[src/rtl/flash_loader_pkg.sv]
// Shared types and constants for the boot-time SPI flash to ramio copier.
package flash_loader_pkg;

    typedef enum logic [2:0] {
        IDLE,
        SEND_CMD,
        SEND_ADDR,
        READ_BYTE,
        START_WRITE,
        WAIT_WRITE,
        DONE
    } state_e;

    localparam logic [7:0] FlashCmdRead = 8'h03;
    localparam int         SpiBitCycles = 2;

    // Byte address of word 'index' in a word-addressed region starting at 'base'; wraps mod 2^32.
    function automatic logic [31:0] word_address(input logic [31:0] base, input logic [31:0] index);
        return base + (index << 2);
    endfunction

endpackage

[src/rtl/flash_loader_if.sv]
// Flash pins and ramio request port of the loader, bundled with loader/peer modports.
interface flash_loader_if;
    logic        flash_clk;
    logic        flash_mosi;
    logic        flash_miso;
    logic        flash_cs_n;
    logic        ramio_enable;
    logic [2:0]  ramio_read_type;
    logic [1:0]  ramio_write_type;
    logic [31:0] ramio_address;
    logic [31:0] ramio_data_in;
    logic        ramio_busy;

    modport master (
        output flash_clk, flash_mosi, flash_cs_n,
        output ramio_enable, ramio_read_type, ramio_write_type, ramio_address, ramio_data_in,
        input  flash_miso, ramio_busy
    );

    modport slave (
        input  flash_clk, flash_mosi, flash_cs_n,
        input  ramio_enable, ramio_read_type, ramio_write_type, ramio_address, ramio_data_in,
        output flash_miso, ramio_busy
    );
endinterface

[src/rtl/flash_spi_shifter.sv]
// Mode-0 SPI bit engine: shifts a TxBits header out MSB first, then keeps clocking and
// assembles incoming bytes; stall freezes it in the low phase of the current bit.
module flash_spi_shifter
    import flash_loader_pkg::*;
#(
    parameter int TxBits = 32
) (
    input  logic              clk,
    input  logic              rst_n,
    input  logic              clear,
    input  logic [TxBits-1:0] tx_data,
    input  logic              run,
    input  logic              stall,
    input  logic              miso,
    output logic              sclk,
    output logic              mosi,
    output logic [7:0]        rx_byte,
    output logic              byte_tick
);

    localparam int                PhaseW    = (SpiBitCycles > 2) ? $clog2(SpiBitCycles) : 1;
    localparam logic [PhaseW-1:0] LastPhase = PhaseW'(SpiBitCycles - 1);
    localparam logic [PhaseW-1:0] RisePhase = PhaseW'(SpiBitCycles - 2);

    logic [PhaseW-1:0] phase;
    logic [2:0]        bit_idx;
    logic [TxBits-1:0] tx_sh;
    logic              step;

    assign step      = run && !stall;
    // rx_byte is already complete during the high phase of the eighth bit.
    assign byte_tick = step && (phase == LastPhase) && (bit_idx == 3'd7);
    assign mosi      = tx_sh[TxBits-1];

    always_ff @(posedge clk or negedge rst_n) begin
        if (!rst_n) begin
            phase   <= '0;
            bit_idx <= '0;
            tx_sh   <= '0;
            rx_byte <= '0;
            sclk    <= 1'b0;
        end else if (clear) begin
            phase   <= '0;
            bit_idx <= '0;
            tx_sh   <= tx_data;
            rx_byte <= '0;
            sclk    <= 1'b0;
        end else if (step) begin
            if (phase == LastPhase) begin
                phase   <= '0;
                bit_idx <= bit_idx + 3'd1;
                tx_sh   <= {tx_sh[TxBits-2:0], 1'b0};
                sclk    <= 1'b0;
            end else begin
                phase <= phase + PhaseW'(1);
                if (phase == RisePhase) begin
                    sclk    <= 1'b1;
                    rx_byte <= {rx_byte[6:0], miso};
                end
            end
        end
    end

endmodule

[src/rtl/flash_loader.sv]
// Boot copier: reads TransferByteCount bytes from SPI flash (READ 0x03) into ramio, word by word.
// Define FLASH_LOADER_CHECKSUM_EN to build the running 32-bit sum of written words.
module flash_loader
    import flash_loader_pkg::*;
#(
    parameter int          TransferByteCount = 256,
    parameter logic [23:0] FlashStartAddress = 24'd0,
    parameter logic [31:0] RamBaseAddress    = 32'd0
) (
    input  logic           clk,
    input  logic           rst_n,
    input  logic           start,
    output logic           busy,
    output logic           done,
    output logic [31:0]    checksum,
    flash_loader_if.master bus
);

    localparam int             WordCount = TransferByteCount / 4;
    localparam int             CntW      = $clog2(WordCount) + 1;
    localparam logic [CntW-1:0] LastWord = CntW'(WordCount - 1);

    state_e          state, state_nx;
    logic            busy_nx, done_nx;
    logic            cs_n, cs_n_nx;
    logic            en, en_nx;
    logic [1:0]      wtype, wtype_nx;
    logic [31:0]     addr, addr_nx;
    logic [31:0]     wdata, wdata_nx;
    logic [31:0]     word, word_nx;
    logic [CntW-1:0] word_cnt, word_cnt_nx;
    logic [1:0]      byte_cnt, byte_cnt_nx;
    logic            accept, write_issue;
    logic            spi_run, spi_stall, byte_tick;
    logic [7:0]      rx_byte;
    logic            sclk, mosi;

    assign spi_run     = (state != IDLE) && (state != DONE);
    assign spi_stall   = (state == START_WRITE) || (state == WAIT_WRITE);
    assign write_issue = (state == START_WRITE) && !bus.ramio_busy;

    flash_spi_shifter #(.TxBits(32)) u_shifter (
        .clk       (clk),
        .rst_n     (rst_n),
        .clear     (accept),
        .tx_data   ({FlashCmdRead, FlashStartAddress}),
        .run       (spi_run),
        .stall     (spi_stall),
        .miso      (bus.flash_miso),
        .sclk      (sclk),
        .mosi      (mosi),
        .rx_byte   (rx_byte),
        .byte_tick (byte_tick)
    );

    always_comb begin
        state_nx    = state;
        busy_nx     = busy;
        done_nx     = done;
        cs_n_nx     = cs_n;
        en_nx       = en;
        wtype_nx    = wtype;
        addr_nx     = addr;
        wdata_nx    = wdata;
        word_nx     = word;
        word_cnt_nx = word_cnt;
        byte_cnt_nx = byte_cnt;
        accept      = 1'b0;
        case (state)
            IDLE, DONE: begin
                if (start) begin
                    accept      = 1'b1;
                    state_nx    = SEND_CMD;
                    cs_n_nx     = 1'b0;
                    busy_nx     = 1'b1;
                    done_nx     = 1'b0;
                    word_cnt_nx = '0;
                    byte_cnt_nx = '0;
                end
            end
            SEND_CMD: begin
                if (byte_tick) state_nx = SEND_ADDR;
            end
            SEND_ADDR: begin
                if (byte_tick) begin
                    byte_cnt_nx = byte_cnt + 2'd1;
                    if (byte_cnt == 2'd2) begin
                        byte_cnt_nx = '0;
                        state_nx    = READ_BYTE;
                    end
                end
            end
            READ_BYTE: begin
                // Little-endian packing: the first byte ends up in bits [7:0].
                if (byte_tick) begin
                    word_nx     = {rx_byte, word[31:8]};
                    byte_cnt_nx = byte_cnt + 2'd1;
                    if (byte_cnt == 2'd3) state_nx = START_WRITE;
                end
            end
            START_WRITE: begin
                if (write_issue) begin
                    en_nx    = 1'b1;
                    wtype_nx = 2'b11;
                    addr_nx  = word_address(RamBaseAddress, 32'(word_cnt));
                    wdata_nx = word;
                    state_nx = WAIT_WRITE;
                end
            end
            WAIT_WRITE: begin
                if (!bus.ramio_busy) begin
                    en_nx       = 1'b0;
                    wtype_nx    = 2'b00;
                    word_cnt_nx = word_cnt + CntW'(1);
                    if (word_cnt == LastWord) begin
                        cs_n_nx  = 1'b1;
                        done_nx  = 1'b1;
                        busy_nx  = 1'b0;
                        state_nx = DONE;
                    end else begin
                        state_nx = READ_BYTE;
                    end
                end
            end
            default: state_nx = IDLE;
        endcase
    end

    always_ff @(posedge clk or negedge rst_n) begin
        if (!rst_n) begin
            state    <= IDLE;
            busy     <= 1'b0;
            done     <= 1'b0;
            cs_n     <= 1'b1;
            en       <= 1'b0;
            wtype    <= 2'b00;
            addr     <= '0;
            wdata    <= '0;
            word     <= '0;
            word_cnt <= '0;
            byte_cnt <= '0;
        end else begin
            state    <= state_nx;
            busy     <= busy_nx;
            done     <= done_nx;
            cs_n     <= cs_n_nx;
            en       <= en_nx;
            wtype    <= wtype_nx;
            addr     <= addr_nx;
            wdata    <= wdata_nx;
            word     <= word_nx;
            word_cnt <= word_cnt_nx;
            byte_cnt <= byte_cnt_nx;
        end
    end

`ifdef FLASH_LOADER_CHECKSUM_EN
    always_ff @(posedge clk or negedge rst_n) begin
        if (!rst_n)           checksum <= '0;
        else if (accept)      checksum <= '0;
        else if (write_issue) checksum <= checksum + word;
    end
`else
    assign checksum = '0;
`endif

    assign bus.flash_clk        = sclk;
    assign bus.flash_mosi       = mosi;
    assign bus.flash_cs_n       = cs_n;
    assign bus.ramio_enable     = en;
    assign bus.ramio_read_type  = 3'b000;
    assign bus.ramio_write_type = wtype;
    assign bus.ramio_address    = addr;
    assign bus.ramio_data_in    = wdata;

endmodule
[src/flat_wrapper.sv]
// flat-port wrapper written by rule: the top's interface ports become plain ports
module flash_loader_flat import flash_loader_pkg::*;
#(
    parameter int          TransferByteCount = 256,
    parameter logic [23:0] FlashStartAddress = 24'd0,
    parameter logic [31:0] RamBaseAddress    = 32'd0
)
  (clk, rst_n, start, busy, done, checksum, bus_flash_clk, bus_flash_mosi, bus_flash_cs_n, bus_ramio_enable, bus_ramio_read_type, bus_ramio_write_type, bus_ramio_address, bus_ramio_data_in, bus_flash_miso, bus_ramio_busy);
  flash_loader_if bus_i ();
  input  logic clk;
  input  logic rst_n;
  input  logic start;
  output logic busy;
  output logic done;
  output logic [31:0] checksum;
  output wire logic [$bits(bus_i.flash_clk)-1:0] bus_flash_clk;
  output wire logic [$bits(bus_i.flash_mosi)-1:0] bus_flash_mosi;
  output wire logic [$bits(bus_i.flash_cs_n)-1:0] bus_flash_cs_n;
  output wire logic [$bits(bus_i.ramio_enable)-1:0] bus_ramio_enable;
  output wire logic [$bits(bus_i.ramio_read_type)-1:0] bus_ramio_read_type;
  output wire logic [$bits(bus_i.ramio_write_type)-1:0] bus_ramio_write_type;
  output wire logic [$bits(bus_i.ramio_address)-1:0] bus_ramio_address;
  output wire logic [$bits(bus_i.ramio_data_in)-1:0] bus_ramio_data_in;
  input wire logic [$bits(bus_i.flash_miso)-1:0] bus_flash_miso;
  input wire logic [$bits(bus_i.ramio_busy)-1:0] bus_ramio_busy;
  assign bus_flash_clk = bus_i.flash_clk;
  assign bus_flash_mosi = bus_i.flash_mosi;
  assign bus_flash_cs_n = bus_i.flash_cs_n;
  assign bus_ramio_enable = bus_i.ramio_enable;
  assign bus_ramio_read_type = bus_i.ramio_read_type;
  assign bus_ramio_write_type = bus_i.ramio_write_type;
  assign bus_ramio_address = bus_i.ramio_address;
  assign bus_ramio_data_in = bus_i.ramio_data_in;
  assign bus_i.flash_miso = bus_flash_miso;
  assign bus_i.ramio_busy = bus_ramio_busy;
  flash_loader #(.TransferByteCount(TransferByteCount), .FlashStartAddress(FlashStartAddress), .RamBaseAddress(RamBaseAddress)) u_core (.clk(clk), .rst_n(rst_n), .start(start), .busy(busy), .done(done), .checksum(checksum), .bus(bus_i));
endmodule
[config.mk]
export PLATFORM = sky130hd
export DESIGN_NAME = flash_loader_flat
export DESIGN_NICKNAME = d
export VERILOG_FILES = /design/src/rtl/flash_loader_pkg.sv /design/src/rtl/flash_loader_if.sv /design/src/rtl/flash_spi_shifter.sv /design/src/rtl/flash_loader.sv /design/src/flat_wrapper.sv
export SDC_FILE = /design/constraint.sdc
export NUM_CORES = 1
export LEC_CHECK = 0
export ABC_AREA = 1
export CAP_MARGIN = 20
export CORE_UTILIZATION = 50
export DETAILED_ROUTE_END_ITERATION = 7
export GPL_TIMING_DRIVEN = 0
export MAX_ROUTING_LAYER = met4
export PLACE_DENSITY = 0.91
export SLEW_MARGIN = 20
export SYNTH_ARGS = -nofsm -noshare
export SYNTH_HDL_FRONTEND = slang
export SYNTH_SLANG_ARGS = --single-unit
[constraint.sdc]
create_clock -name clk -period 1.72 [get_ports clk]
set_input_delay 0.43 -clock clk [delete_from_list [all_inputs] [get_ports clk]]
set_output_delay 0.43 -clock clk [all_outputs]
set_load 0.005 [all_outputs]
; Word level (Yosys, flattened, before mapping)
; Cells that the tools add are included.
[op_classes]
n_addsub = 4
n_eq_ne = 21
mux = 49
reduce_logical = 25
[op_table]
columns = operator, count
row1 = 32-bit two-way mux, 3
row2 = 3-bit two-way mux, 12
row3 = 8-bit two-way mux, 3
row4 = 3-bit case mux with 6 select lines, 1
row5 = 1-bit two-way mux, 16
row6 = 7-bit two-way mux, 2
row7 = 2-bit by 1-bit != test with 1-bit output (second input constant), 7
row8 = 7-bit case mux with 2 select lines, 1
row9 = 3-bit == test (second input constant), 4
row10 = 2-bit two-way mux, 6
row11 = 2-bit AND reduction, 4
row12 = 4-bit AND reduction, 2
row13 = 8-bit AND reduction, 1
row14 = 2-bit nonzero test, 4
row15 = 7-bit by 1-bit adder with 7-bit output (second input constant), 1
row16 = 7-bit by 6-bit == test with 1-bit output (second input constant), 1
row17 = 3-bit by 2-bit == test with 1-bit output (second input constant), 2
row18 = 2-bit != test (second input constant), 3
row19 = 1-bit case mux with 2 select lines, 3
row20 = 2-bit case mux with 3 select lines, 1
row21 = 3-bit AND reduction, 2
row22 = 3-bit nonzero test, 2
row23 = 1-bit logical AND, 5
row24 = 2-bit == test (second input constant), 2
row25 = other kinds (10), 11
[totals]
regBits = 134
inputBits = 5
output_inout_bits = 107
word_cells = 115

; Longest topological paths before layout
; Gate-level depths: netlist (run 1).
[logic_depth]
word_depth = 8
mapped_depth = 9
ltp_nobuf = 9

; By module
; Synthesis (run 1) repeated with hierarchy kept, for this count alone.
[unflattened]
hier_cells = 780
area_unflattened_um2 = 6426.2
[by_module_without_submodules]
columns = mod, n_inst, cells_each, area_per_inst_um2, seq_area_each_um2
row1 = flash_loader, 1, 479, 4152.7, 2178.3
row2 = flash_spi_shifter, 1, 301, 2273.4, 1101.1

; Worst setup path before layout (run 1)
; Ideal clock, no wire load.
[synth_path]
path_type = reg2reg
start = register u_core.u_shifter.bit_idx[0]
end = register u_core.state[1]
setup_time_ns = 0.117
arrival_time_ns = 1.281
t_required_ns = 1.603
setup_slack_ns = 0.322
path_stages_with_launch = 10
n_path_buf = 0
synth_period_minus_slack_ns = 1.398
cell_sequence = dfrtp_1 -> ha_1 -> ha_1 -> nand2_1 -> nand3_1 -> nand2_1 -> nor2_1 -> nand2_1 -> nand2_1 -> nand2_1
[synth_via]
elab_chain_len = 4
word_cells_on_any_way = 6
classes_between = 4 x eq/ne / 2 x reduce/logical
[synth_rtl]
columns = item, line_no
row1 = "start, declared", flash_spi_shifter.sv:26  ; logic [2:0] bit_idx;
row2 = "start signal, assigned", flash_spi_shifter.sv:51  ; bit_idx <= bit_idx + 3'd1;
row3 = 3-bit == test *, flash_spi_shifter.sv:32  ; assign byte_tick = step && (phase == LastPhase) && (bit_idx == 3'd7);
row4 = 1-bit logical AND *, flash_spi_shifter.sv:32
row5 = 2-bit by 1-bit != test with 1-bit output (no source line), n/a
row6 = 8-bit AND reduction (no source line) *, n/a
row7 = "end signal, assigned", flash_loader.sv:143  ; state <= state_nx;
row8 = "end, declared", flash_loader.sv:23  ; state_e state, state_nx;
; Mark *: on every way between the ends. The rest lies on a longest branch, timed or not.
; A chain may end at the register's enable or synchronous reset.

; Final worst setup path (run 1)
[layout_path]
start = register u_core.wdata[14], in the netlist u_core.bus.ramio_data_in[14]
end = output bus_ramio_data_in[14]
[layout_lines]
columns = item, line_no
row1 = "start, declared", flash_loader.sv:29  ; logic [31:0] wdata, wdata_nx;
row2 = "start signal, assigned", flash_loader.sv:150  ; wdata <= wdata_nx;
row3 = "end, declared", flat_wrapper.sv:23  ; output wire logic [$bits(bus_i.ramio_data_in)-1:0] bus_ramio_data_in;
; No word-level cell between the ends.

==> results of run 1 <==
[cell type report]
type	count	area, um^2
multi-input cells	356	1660
inverters	60	228
clock buffers	11	151
clock inverters	5	37.5
repair buffers	63	636
flip-flops and latches	107	2680
well taps	129	161
plain buffers	81	612
fillers	725	3250
[per-layer routing]
layer,wire (um),vias up
li1,-,1867
met1,4390,1804
met2,5110,140
met3,589,20
met4,215,0
met5,0,-
[where the power goes]
part / internal [mW] / total (mW) / switching (mW)
combinational: 0.759 / 1.93 / 1.17
sequential: 2.83 / 3.01 / 0.181
clock: 0.608 / 1.45 / 0.843
[per-stage QoR]
stage / power, mW / hold slack (ns) / cell area, um^2 / setup slack (ns)
after detailed placement: 4.93 / 0.323 / 5880 / -0.151
after CTS: 6.37 / 0.484 / 6090 / 0.00228
after global placement: 4.79 / 0.452 / 5850 / -3.47
after global routing: 6.77 / 0.501 / 6160 / -0.0431
final: 6.38 / 0.477 / 6160 / -0.0113
after floorplan: 4.33 / 0.134 / 5180 / 0.322
[placed cells by master, fill, tap and decap left out, drive strengths merged, types with 12 or more instances in the layout]
| master | Yosys | routed |
|---|---|---|
| nand2 | 144 | 144 |
| dfrtp | 106 | 106 |
| buf | 76 | 89 |
| o21ai | 78 | 78 |
| conb | 1 | 60 |
| inv | 60 | 60 |
| clkdlybuf4s50 | 0 | 39 |
| nand3 | 34 | 34 |
| clkbuf | 5 | 16 |
| nor2 | 14 | 14 |
| o22ai | 12 | 12 |
[worst max path at each step]
stage / startpoint / end / slack, ns / cells after the start
after detailed placement: bus_ramio_busy / u_core.bus.ramio_data_in[21] / -0.15 / 5
after global routing: u_core.bus.ramio_data_in[14] / bus_ramio_data_in[14] / -0.04 / 1
final: u_core.bus.ramio_data_in[14] / bus_ramio_data_in[14] / -0.01 / 1
after CTS: u_core.bus.ramio_data_in[31] / bus_ramio_data_in[31] / 0.002 / 1
after global placement: rst_n / u_core.bus.ramio_data_in[27] / -3.47 / 1
after floorplan: u_core.u_shifter.bit_idx[0] / u_core.state[1] / 0.32 / 9
[repair_timing]
action,in CTS,in global routing
buffers inserted,2,8
endpoints found under the setup margin,5,13
hold buffers,1,0
gates resized for setup,6,7
hold endpoints to repair,28,0
[kinds of logic (layout without fill, tap and decap cells)]
| family | after synthesis | count (layout) | share of synthesized area (%) |
|---|---|---|---|
| and+or+nand+nor | 192 | 192 | 16.2 |
| buffers and inverters | 141 | 220 | 16.9 |
| DFF | 107 | 107 | 54.1 |
| AOI/OAI and AO/OA | 95 | 95 | 10.6 |
| adders and majority gates | 7 | 7 | 1.77 |
| xor gates and xnor gates | 2 | 2 | 0.354 |
| other | 1 | 60 | 0.0757 |
[registers in the layout (all words and copies together) (netlist names), 2 cells and up]
signal	count
u_core.state	3
u_core.u_shifter.tx_sh	8
u_core.u_shifter.rx_byte	8
u_core.bus.ramio_data_in	32
u_core.byte_cnt	2
u_core.word_cnt	7
u_core.bus.ramio_address	7
u_core.word	32
u_core.u_shifter.bit_idx	3
==> metrics.yaml, run 1 <==
finalSetupViolations: 1
powerDensity_nw_per_um2: 1040
synth_top_area_cell: "dfrtp_1"
hold_path.startpoint: "u_core.bus.flash_cs_n"
fin_cells: 812
cpLargestDelayFamily: "buffers and inverters"
drive_gt1_share_pct: 19.2
syn_to_final_growth_pct: 24.4
drv_slew: 0
drtPass1Iterations: 5
synth_seq_area_share_pct: 54.1
clk_pin_slew_ns: 0.10
finalWorstSetupSlack_ns: -0.0113
finClkSkew_ns: 0.00985
via_per_inst: 4.72
clkLatencyLatePin_ns: 0.37
design.core.area_um2: 9420
cts_num_sinks: 107
die_area_um2: 10300
hold_path_depth: 2
drt_iter0_markers: 156
slowest_stage: "clkdlybuf4s50_1"
antenna_found_initial: 0
final_hold_viol_count: 0
synth-seq-cells: 107
cp_max_fo: 2
cts-htree-levels: 3
grt_pass1_wl_um: 16500
grt_util_met1_pct: 26.1
arrival_ns: 1.30
r2r_slack_ns: 0.08
worstReg2RegStart: "u_core.u_shifter.bit_idx[0]"
synth_cell_types: 25
cpPeakStageDelay_ns: 0.54
busiest_layer: "met2"
dp_hpwl_um: 7250
synth_cells: 545
synthFlopType: "dfrtp_1"
grt_max_degree: 79
routed_wl_um: 10300
utilization_pct: 65.5
worstSetupPathType: "flop to output pin"
clk_path_buf_depth: 2
yosysWarnings: 0
initial_core_util_pct: 52.6
reg2reg_depth: 9
grt_overflow_total: 0
nets: 690
die_w_um: 102
numCtsBuffers: 9
hold_path.class: "flop to flop"
synth_common_cells: "nand2_1, dfrtp_1, buf_4"
path_buf_inv: 1
ys_top_cells_by_area: "dfrtp_1, nand2_1, buf_4"
path_cells: "clkdlybuf4s50_1"
reg2reg_to: "u_core.state[2]"
synth_top_area_share_pct: 53.5
max_freq_mhz: 578
port_buffers: 51
die-height_um: 102
vias: 3831
min_to: "u_core.bus.flash_cs_n"
required_ns: 1.29
num_rows: 35
cp-start-kind: "flop"
pin_count: 112
maxCapViolCount: 0
timing.final.crit_period_ns: 1.73
ir_worst_vdd_uv: 492
grt_pass1_vias: 3669
leakage_nw: 3.15
tns_ns: -0.0113
grt.met3_usage_pct: 3.17
netlist_area_um2: 4950
cts_root_buffer: "clkbuf_8"
wl_per_cell_um: 12.7
syn_area_per_cell_um2: 9.09
yosysMostFrequentCell: "nand2_1"
async_flop_share_pct: 100
cts_tree: "done"
drc: 0
end_kind: "output pin"
use_met2_pct: 34.7
gp_congestion: 0.857
violations: "setup timing"
insertedDiodeCount: 0
status: "finished with violations"
synth-edff-count: 0
ant_nets: 0
min_period_over_period_pct: 101
placedCellCount: 785
track_usage_pct: 21.2
No activity file was read; power rests on OpenSTA's default activity.
==> inputs of run 2 (changes only) <==
--- a/config.mk
+++ b/config.mk
@@ -10,5 +10,4 @@
 export CORE_UTILIZATION = 50
 export DETAILED_ROUTE_END_ITERATION = 7
-export GPL_TIMING_DRIVEN = 0
 export MAX_ROUTING_LAYER = met4
 export PLACE_DENSITY = 0.91
==> constraint.sdc (replaced) <==
create_clock -name clk -period 1.72 [get_ports clk]
set_input_delay 0.43 -clock clk [delete_from_list [all_inputs] [get_ports clk]]
set_output_delay 0.43 -clock clk [all_outputs]
set_load 0.1 [all_outputs]
==> run 2 against run 1 <==
Net effect: the flow now finishes without violations; fmax grew 8.5%; sequential power grew 3%; non-clock buffer count shrank 82; die area is the same; final cell count shrank 10%; routed wire length shrank 8.9%; clock skew grew 0.0031 ns; first-iteration DRC count grew 29%; sequential cell count is the same; via count shrank 6.5%; critical endpoint is now u_core.u_shifter.tx_sh[25]; largest power group is now combinational cells; highest routed layer unchanged.
==> metrics.yaml, run 2 (synthesized netlist as in run 1, its figures left out) <==
status: "finished, final reports clean"
cts-htree-levels: 3  # unchanged
nets: 608  # -12%
rsz0062_at_grt: "no"
endpoint: "u_core.u_shifter.tx_sh[25]"
final_common_cell: "nand2_1"
cts_num_sinks: 107  # unchanged
routed_wl_um: 9390  # -8.9%
placedCellCount: 713  # -9.2%
port_buffers: 51  # unchanged
ant_nets: 0  # unchanged
r2r_slack_ns: 0.12  # +0.04 ns
cts_root_buffer: "clkbuf_8"
vias: 3582  # -6.5%
num_rows: 35  # unchanged
place_area_um2: 5820  # -0.98%
pin_count: 112  # unchanged
finalSetupViolations: 0  # -1
worstReg2RegStart: "u_core.state[2]"
design_area_um2: 6020  # -2.3%
timing.final.crit_period_ns: 1.60  # -0.135 ns
switchingPower_mw: 3.50  # +60%
via_per_inst: 4.91  # +4.0%
drt_iter0_markers: 201  # +29%
drive_gt1_share_pct: 17.0  # -2.2 points
finalPower_mw: 7.71  # +21%
grt_pass1_wl_um: 15800  # -3.9%
startpoint: "u_core.state[2]"
grt_pass1_vias: 3511  # -4.3%
cts_tree: "done"
insertedDiodeCount: 0  # unchanged
p_seq_share_pct: 40.4  # -6.7 points
die-height_um: 102  # unchanged
ir_worst_vdd_uv: 859  # +75%
gp_congestion: 0.942  # +9.9%
initial_core_util_pct: 52.6  # unchanged
dp_hpwl_um: 6780  # -6.5%
finClkSkew_ns: 0.0129  # +0.00306 ns
die_area_um2: 10300  # unchanged
drc: 0  # unchanged
clk_path_buf_depth: 2  # unchanged
drtPass1Iterations: 5  # unchanged
hold_path.class: "flop to flop"
maxCapViolCount: 0  # unchanged
clk_pin_slew_ns: 0.10  # about the same
drv_slew: 0  # unchanged
required_ns: 2.01  # +0.72 ns
final_hold_viol_count: 0  # unchanged
grt_overflow_total: 0  # unchanged
p_int_mw: 4.21  # +0.42%
leakage_nw: 2.84  # -9.9%
numCtsBuffers: 9  # unchanged
p_sw_share_pct: 45.4  # +11 points
reg2reg_to: "u_core.u_shifter.tx_sh[25]"
design.core.area_um2: 9420  # unchanged
min_period_over_period_pct: 92.8  # -7.9 points
clkLatencyLatePin_ns: 0.38  # about the same
final_cell_mix: "nand2_1, dfrtp_1, conb_1"
max_freq_mhz: 626  # +8.5%
arrival_ns: 1.89  # +0.59 ns
antenna_found_initial: 0  # unchanged
reg2reg_depth: 7  # -2
die_w_um: 102  # unchanged
clkPwrFrac_pct: 19.0  # -3.7 points
powerDensity_nw_per_um2: 1280  # +24%
holdWs_ns: 0.494  # +0.0167 ns
cp_max_fo: 13  # +11
end_kind: "flop"
syn_to_final_growth_pct: 21.5
combinationalPowerShare_pct: 40.6  # +10 points
worstSetupPathType: "flop to flop"
cp-start-kind: "flop"
track_usage_pct: 20.6  # -0.63 points
wl_per_cell_um: 12.9  # +1.3%
grt_max_degree: 65  # -18%
fin_cells: 730  # -10%
[run 2: cell count changes in the layout (fill, tap and decap cells not counted), moves of 3 or more]
cell,before,now
buf_12,0,50
buf_2,3,0
buf_4,76,8
buf_6,9,0
clkbuf_1,5,0
clkdlybuf4s50_1,39,3
dlygate4sd2_1,3,0
dlymetal6s2s_1,7,0
inv_6,0,3
[run 2: critical path, stage by stage (launching register included)]
cell	delay, ns
dfrtp_1	0.51
inv_4	0.13
nand2_2	0.09
a21oi_2	0.27
nand2_2	0.22
nand2_2	0.18
nand2_1	0.06
o21ai_0	0.07
[run 2: area by class of cell]
| class | count | area (um^2) |
|---|---|---|
| Inverter | 60 | 228 |
| Tap cell | 129 | 161 |
| Clock inverter | 7 | 66.3 |
| Timing Repair Buffer | 62 | 1100 |
| Clock buffer | 9 | 124 |
| Sequential cell | 107 | 2680 |
| Multi-Input combinational cell | 356 | 1660 |
| Fill cell | 719 | 3390 |
[run 2: repair_timing]
action,CTS,global route
buffers inserted,0,0
resized for setup,0,1
hold endpoints to repair,23,0
setup endpoints to repair,0,3
hold buffers,1,0
[run 2: through the flow]
step,utilization [%],setup WS [ns],TNS (ns)
2_1_floorplan,-,0.202,0
3_3_place_gp,61.8,0.0293,0
3_5_place_dp,61.8,-0.0282,-0.0459
4_1_cts,63.9,0.111,0
5_1_grt,64.0,0.00548,0
6_report,64.0,0.124,0
[run 2: how the worst min path moves through the flow]
stage                     from                          end  slack (ns)  cells past startpoint
6_report       u_core.word[15]              u_core.word[15]        0.49                      2
3_3_place_gp             rst_n           u_core.word_cnt[2]        0.36                      1
4_1_cts                  rst_n              u_core.word[23]        0.50                      2
3_5_place_dp             rst_n  u_core.bus.ramio_address[3]        0.36                      1
5_1_grt        u_core.word[15]              u_core.word[15]        0.51                      2
2_1_floorplan            rst_n  u_core.bus.ramio_address[2]        0.13                      0
[run 2: per-layer routing]
metal	track usage, %	routed length [um]	up-vias
met4	9.36	204	0
met3	4.14	469	19
li1	-	-	1699
met1	23.9	3810	1743
met5	-	0	-
met2	34.5	4900	121
[run 2: power groups by stage]
stage / registers, mW / logic (mW) / clock network, mW
final: 3.11 / 3.13 / 1.47
after floorplan: 3.57 / 2.02 / 0
after global placement: 3.13 / 3.02 / 0
after global routing: 3.14 / 3.37 / 1.59
after CTS: 3.11 / 3.12 / 1.50
after detailed placement: 3.15 / 3.11 / 0
==> inputs of run 3 (changes only) <==
SLEW_MARGIN = 5   (was 20)
==> results of run 3 <==
Same layout as run 2: the final DEF is identical, and so are final timing and power.
